**config.mk**
```make
export PLATFORM = sky130hd
export DESIGN_NAME = mask_expon_reader
export DESIGN_NICKNAME = d
export VERILOG_FILES = /design/src/rtl/rsa_pkg.sv /design/src/rtl/mask_expon_reader_shifter.sv /design/src/rtl/mask_expon_reader.sv
export SDC_FILE = /design/constraint.sdc
export NUM_CORES = 1
export LEC_CHECK = 0
export ABC_AREA = 1
export CORE_MARGIN = 3
export CORE_UTILIZATION = 40
export DETAILED_ROUTE_END_ITERATION = 10
export PLACE_DENSITY_LB_ADDON = 0.3
export RECOVER_POWER = 50
export SETUP_SLACK_MARGIN = 0.1
export SLEW_MARGIN = 20
export SYNTH_ARGS = -nofsm -noshare
export SYNTH_HDL_FRONTEND = slang
export SYNTH_SLANG_ARGS = --single-unit
```
**constraint.sdc**
```tcl
create_clock -name Clk -period 3.7 [get_ports Clk]
set_clock_uncertainty 0.15 [all_clocks]
set_input_delay 0.37 -clock Clk [delete_from_list [all_inputs] [get_ports Clk]]
set_output_delay 0.37 -clock Clk [all_outputs]
set_load 0.03 [all_outputs]
```
**src/rtl/rsa_pkg.sv**
```systemverilog
// Shared definitions for the masked-exponent datapath: word width, FSM encodings, legal NUM_WORDS range.
// EXPO_LZ_SKIP_EN selects whether leading zero bits are discarded before emission.
package rsa_pkg;

  localparam int WORD_W        = 32;
  localparam int BIT_CNT_W     = 5;
  localparam int NUM_WORDS_MIN = 1;
  localparam int NUM_WORDS_MAX = 16;

  typedef logic [2:0] state_t;

  localparam state_t ST_IDLE  = 3'd0;
  localparam state_t ST_REQ   = 3'd1;
  localparam state_t ST_LOAD  = 3'd2;
  localparam state_t ST_SHIFT = 3'd3;
  localparam state_t ST_DONE  = 3'd4;

  // With skipping disabled the "leading one seen" tracker starts out set, so every bit is emitted.
`ifdef EXPO_LZ_SKIP_EN
  localparam logic SEEN_INIT = 1'b0;
`else
  localparam logic SEEN_INIT = 1'b1;
`endif

  function automatic int wcnt_width(input int n);
    return (n > 1) ? $clog2(n) : 1;
  endfunction

endpackage

```
**src/rtl/mask_expon_reader_shifter.sv**
```systemverilog
// Per-word MSB-first shift register with bit counter and leading-one tracking.
// Leading-one tracking only matters when EXPO_LZ_SKIP_EN is defined (see rsa_pkg::SEEN_INIT).
module expo_word_shifter
  import rsa_pkg::*;
(
  input  logic                 clk,
  input  logic                 rstn,
  input  logic                 load,
  input  logic [WORD_W-1:0]    data,
  input  logic                 advance,
  input  logic                 clear_seen,
  output logic                 msb,
  output logic [BIT_CNT_W-1:0] bit_cnt,
  output logic                 seen_one
);

  logic [WORD_W-1:0] shreg;

  always_ff @(posedge clk) begin
    if (load) begin
      shreg <= data;
    end else if (advance) begin
      shreg <= {shreg[WORD_W-2:0], 1'b0};
    end
  end

  always_ff @(posedge clk) begin
    if (!rstn) begin
      bit_cnt  <= '0;
      seen_one <= SEEN_INIT;
    end else begin
      if (load) begin
        bit_cnt <= '0;
      end else if (advance) begin
        bit_cnt <= bit_cnt + 1'b1;
      end
      // Once a one has left the register, the rest of the exponent is emitted verbatim.
      if (clear_seen) begin
        seen_one <= SEEN_INIT;
      end else if (advance && msb) begin
        seen_one <= 1'b1;
      end
    end
  end

  assign msb = shreg[WORD_W-1];

endmodule

```
**src/rtl/mask_expon_reader.sv**
```systemverilog
// Reads NUM_WORDS masked exponent words from the FIFO (MSW first) and serializes them MSB-first.
// Optional EXPO_LZ_SKIP_EN: discard leading zeros and flag an all-zero exponent on Zero_flag.
module mask_expon_reader
  import rsa_pkg::*;
#(
  parameter int NUM_WORDS = 2
) (
  input  logic              Clk,
  input  logic              Rstn,
  input  logic              Start,
  input  logic              Abort,
  input  logic [WORD_W-1:0] Expo_data,
  input  logic              Expo_empty,
  output logic              Rd_en_expo,
  output logic              Bit_o,
  output logic              Bit_valid,
  input  logic              Bit_ready,
  output logic              Last_bit,
  output logic              Busy,
  output logic              Done,
  output logic              Zero_flag
);

  localparam int                   WCNT_W    = wcnt_width(NUM_WORDS);
  localparam logic [WCNT_W-1:0]    LAST_WORD = WCNT_W'(NUM_WORDS - 1);
  localparam logic [BIT_CNT_W-1:0] LAST_BIT  = BIT_CNT_W'(WORD_W - 1);

  state_t               state;
  state_t               state_nxt;
  logic [WCNT_W-1:0]    word_cnt;
  logic [BIT_CNT_W-1:0] bit_cnt;
  logic                 msb;
  logic                 seen_one;
  logic                 in_shift;
  logic                 bit_vld;
  logic                 advance;
  logic                 word_end;
  logic                 last_word;
  logic                 load;
  logic                 clear_seen;

  assign in_shift   = (state == ST_SHIFT);
  assign bit_vld    = in_shift & (seen_one | msb);
  // Discarded leading zeros advance unconditionally; emitted bits wait for the consumer.
  assign advance    = in_shift & (~bit_vld | Bit_ready);
  assign word_end   = advance & (bit_cnt == LAST_BIT);
  assign last_word  = (word_cnt == LAST_WORD);
  assign load       = (state == ST_LOAD) & ~Abort;
  assign clear_seen = (state == ST_IDLE);

  expo_word_shifter u_shifter (
    .clk        (Clk),
    .rstn       (Rstn),
    .load       (load),
    .data       (Expo_data),
    .advance    (advance),
    .clear_seen (clear_seen),
    .msb        (msb),
    .bit_cnt    (bit_cnt),
    .seen_one   (seen_one)
  );

  always_comb begin
    state_nxt = state;
    case (state)
      ST_IDLE:  if (Start) state_nxt = ST_REQ;
      ST_REQ:   if (!Expo_empty) state_nxt = ST_LOAD;
      ST_LOAD:  state_nxt = ST_SHIFT;
      ST_SHIFT: if (word_end) state_nxt = last_word ? ST_DONE : ST_REQ;
      ST_DONE:  state_nxt = ST_IDLE;
      default:  state_nxt = ST_IDLE;
    endcase
    if (Abort) state_nxt = ST_IDLE;
  end

  always_ff @(posedge Clk) begin
    if (!Rstn) begin
      state    <= ST_IDLE;
      word_cnt <= '0;
    end else begin
      state <= state_nxt;
      if (Abort || state == ST_DONE) begin
        word_cnt <= '0;
      end else if (word_end && !last_word) begin
        word_cnt <= word_cnt + 1'b1;
      end
    end
  end

`ifdef EXPO_LZ_SKIP_EN
  logic zero_flag;

  // Latched on the final bit slot: zero when no one was seen up to and including it.
  always_ff @(posedge Clk) begin
    if (!Rstn) begin
      zero_flag <= 1'b0;
    end else if (!Abort && word_end && last_word) begin
      zero_flag <= ~(seen_one | msb);
    end
  end

  assign Zero_flag = zero_flag;
`else
  assign Zero_flag = 1'b0;
`endif

  // Read enable is gated by Abort/Rstn so an aborted request never pops a word.
  assign Rd_en_expo = (state == ST_REQ) & ~Expo_empty & ~Abort & Rstn;
  assign Bit_valid  = bit_vld;
  assign Bit_o      = bit_vld & msb;
  assign Last_bit   = bit_vld & last_word & (bit_cnt == LAST_BIT);
  assign Busy       = (state != ST_IDLE);
  assign Done       = (state == ST_DONE);

endmodule

```
==> reports/results.tsv <==
stage	metric	value	unit
clock_tree	post-CTS sizing	0	
clock_tree	Num CTS Buffers	5	
die	core area	4474	µm²
clock_tree	Worst-Skew Late Latency	0.29	ns
yosys	Mapped Area	1903	µm²
drt	Via Count	1435	
yosys	largest cells by area after synthesis	edfxtp_1, nand2_1, dfxtp_1	
run	Max-cap violations	0	
yosys	predominant post-synthesis flop cell	edfxtp_1	
global_routing	Tot GR Track Use	13.57	%
hold_path	hold path depth	2	
setup_path	CP delay by family, top	buffers and inverters	
setup_path	Critical Path Source Type	primary input	
die	initial core utilization	42.53	%
yosys	Ys Warns	0	
setup_path	crit path buf inv count	4	
global_routing	first-pass GRT wire length	5.658	mm
place	pre-CTS WS	1.097	ns
clock_tree	Post-CTS Repair Setup Buffers	0	
place	Final HPWL DP	2.458	mm
cells_and_area	area grow syn2layout	27.48	%
die	Chip Width	74.98	µm
setup_path	CP required	3.18	ns
run_status	outcome	completed	
yosys	EDFF count, synth	32	
setup_path	Worst R2R Setup Slack	1.41	ns
drt	drt total wl	3.479	mm
setup_path	capturing point of the worst reg2reg path	u_shifter.shreg[30]	
cells_and_area	fin util	54.22	%
sta	setup_tns	0	ns
setup_path	CP Class	in -> out	
hold_path	HP Class	reg -> reg	
clock_tree	clock buffer depth	2	
power_and_ir_drop	Leak	1.003	nW
global_routing	number of global-route vias before repair	1317	
place	RePlAce Congestion	0.9477	
clock_tree	Root Driver	clkbuf_8	
die	# IOs	45	
sta	Tcrit/Tclk final	70.43	%
sta	RSZ-0062 raised after global routing	false	
setup_path	crit path max fanout	4	
hold_path	WHS Endpoint	u_shifter.bit_cnt[4]	
sta	final worst setup slack	1.094	ns
yosys	syn nets	254	
yosys	sequential cell area fraction in the yosys report	59.96	%
die	Die Area	5621	µm²
setup_path	CP arrival	2.09	ns
die	FP Rows	24	
yosys	ys async rst share	0	%
cells_and_area	multi-input combinational cell area	650.6	µm²
sta	Final Hold Violating Endpoints	0	
yosys	leading cell types by count after synthesis	nand2_1, edfxtp_1, nor2_1	
hold_path	hold path start	u_shifter.bit_cnt[4]	
drt	drt wl/cell	11.19	µm
global_routing	initial antenna violation count	0	
cells_and_area	# diodes	0	
sta	Max Slew Vio Count	0	
sta	Setup Viol. Count Final	0	
drt	drc violations	0	
power_and_ir_drop	Max VDD drop	190.5	µV
yosys	leading area contributor after synthesis	edfxtp_1	
cells_and_area	layout cells sized above 1	5.019	%
drt	vias per cell	4.614	
setup_path	Worst R2R Path Depth	8	
sta	fmax	0.3838	GHz
power_and_ir_drop	power per cell area	354.4	nW/µm²
global_routing	grt total ovfl	0	
yosys	Post-Syn Instances	214	
cells_and_area	Reg area	1141	µm²
setup_path	Critical R2R Launch	state[1]	
drt	router iterations before antenna repair	4	
sta	crit path time final	2.606	ns
clock_tree	TritonCTS clock tree	yes	
place	Port Buf Inserts	43	
yosys	Synth Register Bits	41	
die	die height	74.98	µm
drt	first-iteration detailed-routing DRC count	78	
setup_path	slowest stage cell, crit path	clkdlybuf4s50_1	
yosys	post-synth cell types	21	
yosys	Yosys top cell area share	50.49	%
global_routing	largest net degree at the start of global routing	36	
yosys	average size of a mapped cell	8.893	µm²
drt	Antenna Nets Post-Route	0	
place	Placed Instance Area	2350	µm²
cells_and_area	Final nets	299	
clock_tree	Reg clk slew, reported paths	0.07	ns
clock_tree	Hold Buf Count CTS	0	
setup_path	Worst setup EP type	output pin	
setup_path	Critical Path, Cell by Cell	clkdlybuf4s50_1 > inv_1 > nor2_1 > inv_1 > nor3_1 > clkdlybuf4s50_1	
clock_tree	CTS H-Tree Depth	2	
cells_and_area	FILL cells	436	
setup_path	Worst path max stage delay	0.69	ns
clock_tree	clk sinks	41	
yosys	count leader, synth	nand2_1	
cells_and_area	final instance area	2426	µm²
-- cells in the final DEF (no fill, tap or decap), types with 2 or more instances in the layout --
master           Yosys  layout
nor2_4               2       2
nor2_1              12      12
nand3_1              7       7
dfxtp_1              9       9
clkbuf_8             0       5
ha_1                 2       2
a21oi_1              7       7
nand4_1              2       2
nor3_1               2       2
clkdlybuf4s50_1      0      43
nand2_1            113     113
buf_4                4       2
inv_1                9      10
nand2_2              2       2
edfxtp_1            32      32
-- final cells by class --
| class | instances | area share [%] |
|---|---|---|
| repair buffers | 45 | 18.36 |
| flip-flops and latches | 41 | 47.03 |
| clock buffers | 6 | 2.991 |
| well taps | 52 | 2.682 |
| multi-input cells | 154 | 26.82 |
| clock inverters | 1 | 0.1547 |
| inverters | 12 | 1.960 |
-- tightest hold or removal path, cell delays in order, from the launching register on --
cell and delay [ns]:
dfxtp_1 0.32, nand2_1 0.06, a21oi_1 0.05
-- report_power, final --
part	switching (mW)	internal, mW	total, mW
registers	0.00364	0.504	0.508
clock network	0.141	0.127	0.268
logic	0.0375	0.0470	0.0845
total	0.182	0.678	0.860
-- state kept, by name, summed over array words and instances (netlist names) --
name	flops
last_word	1
state	3
u_shifter.bit_cnt	5
u_shifter.shreg	32
-- per-layer routing --
metal / vias up / share of wire [%] / global-route usage, %
met2: 42 / 43 / 20.99
met4: 0 / 1.6 / 5.534
li1: 769 / - / -
met1: 616 / 48 / 17.61
met5: - / 0 / 0
met3: 8 / 7.6 / 4.406
-- through the flow --
step / hold WS [ns] / cells / total power, mW
2_1_floorplan: 0.2952 / 214 / 0.5546
3_3_place_gp: 0.3092 / 304 / 0.6021
3_5_place_dp: 0.3151 / 304 / 0.6032
4_1_cts: 0.3267 / 311 / 0.8705
5_1_grt: 0.3554 / 311 / 0.8913
6_report: 0.3232 / 311 / 0.8599
-- worst max-delay path by stage --
stage | startpoint | cells after the start | slack [ns] | end
finish | Rstn | 6 | 1.09 | Rd_en_expo
global route | u_shifter.bit_cnt[1] | 6 | 0.99 | Last_bit
CTS | Rstn | 6 | 1.09 | Rd_en_expo
detailed placement | Rstn | 6 | 1.10 | Rd_en_expo
global placement | Rstn | 6 | 1.16 | Rd_en_expo
floorplan | state[1] | 7 | 1.50 | u_shifter.shreg[0]
-- cell families (layout without fill, tap and decap cells) --
| group | after synthesis | in the layout | share of synthesized area, % |
|---|---|---|---|
| AOI/OAI and AO/OA | 8 | 8 | 2.103 |
| other | 1 | 1 | 0.1970 |
| adders and majority gates | 2 | 2 | 1.315 |
| DFF | 41 | 41 | 59.96 |
| buffers and inverters | 19 | 64 | 5.852 |
| and+or+nand+nor | 143 | 143 | 30.57 |
Power figures use the tool's default switching activity.
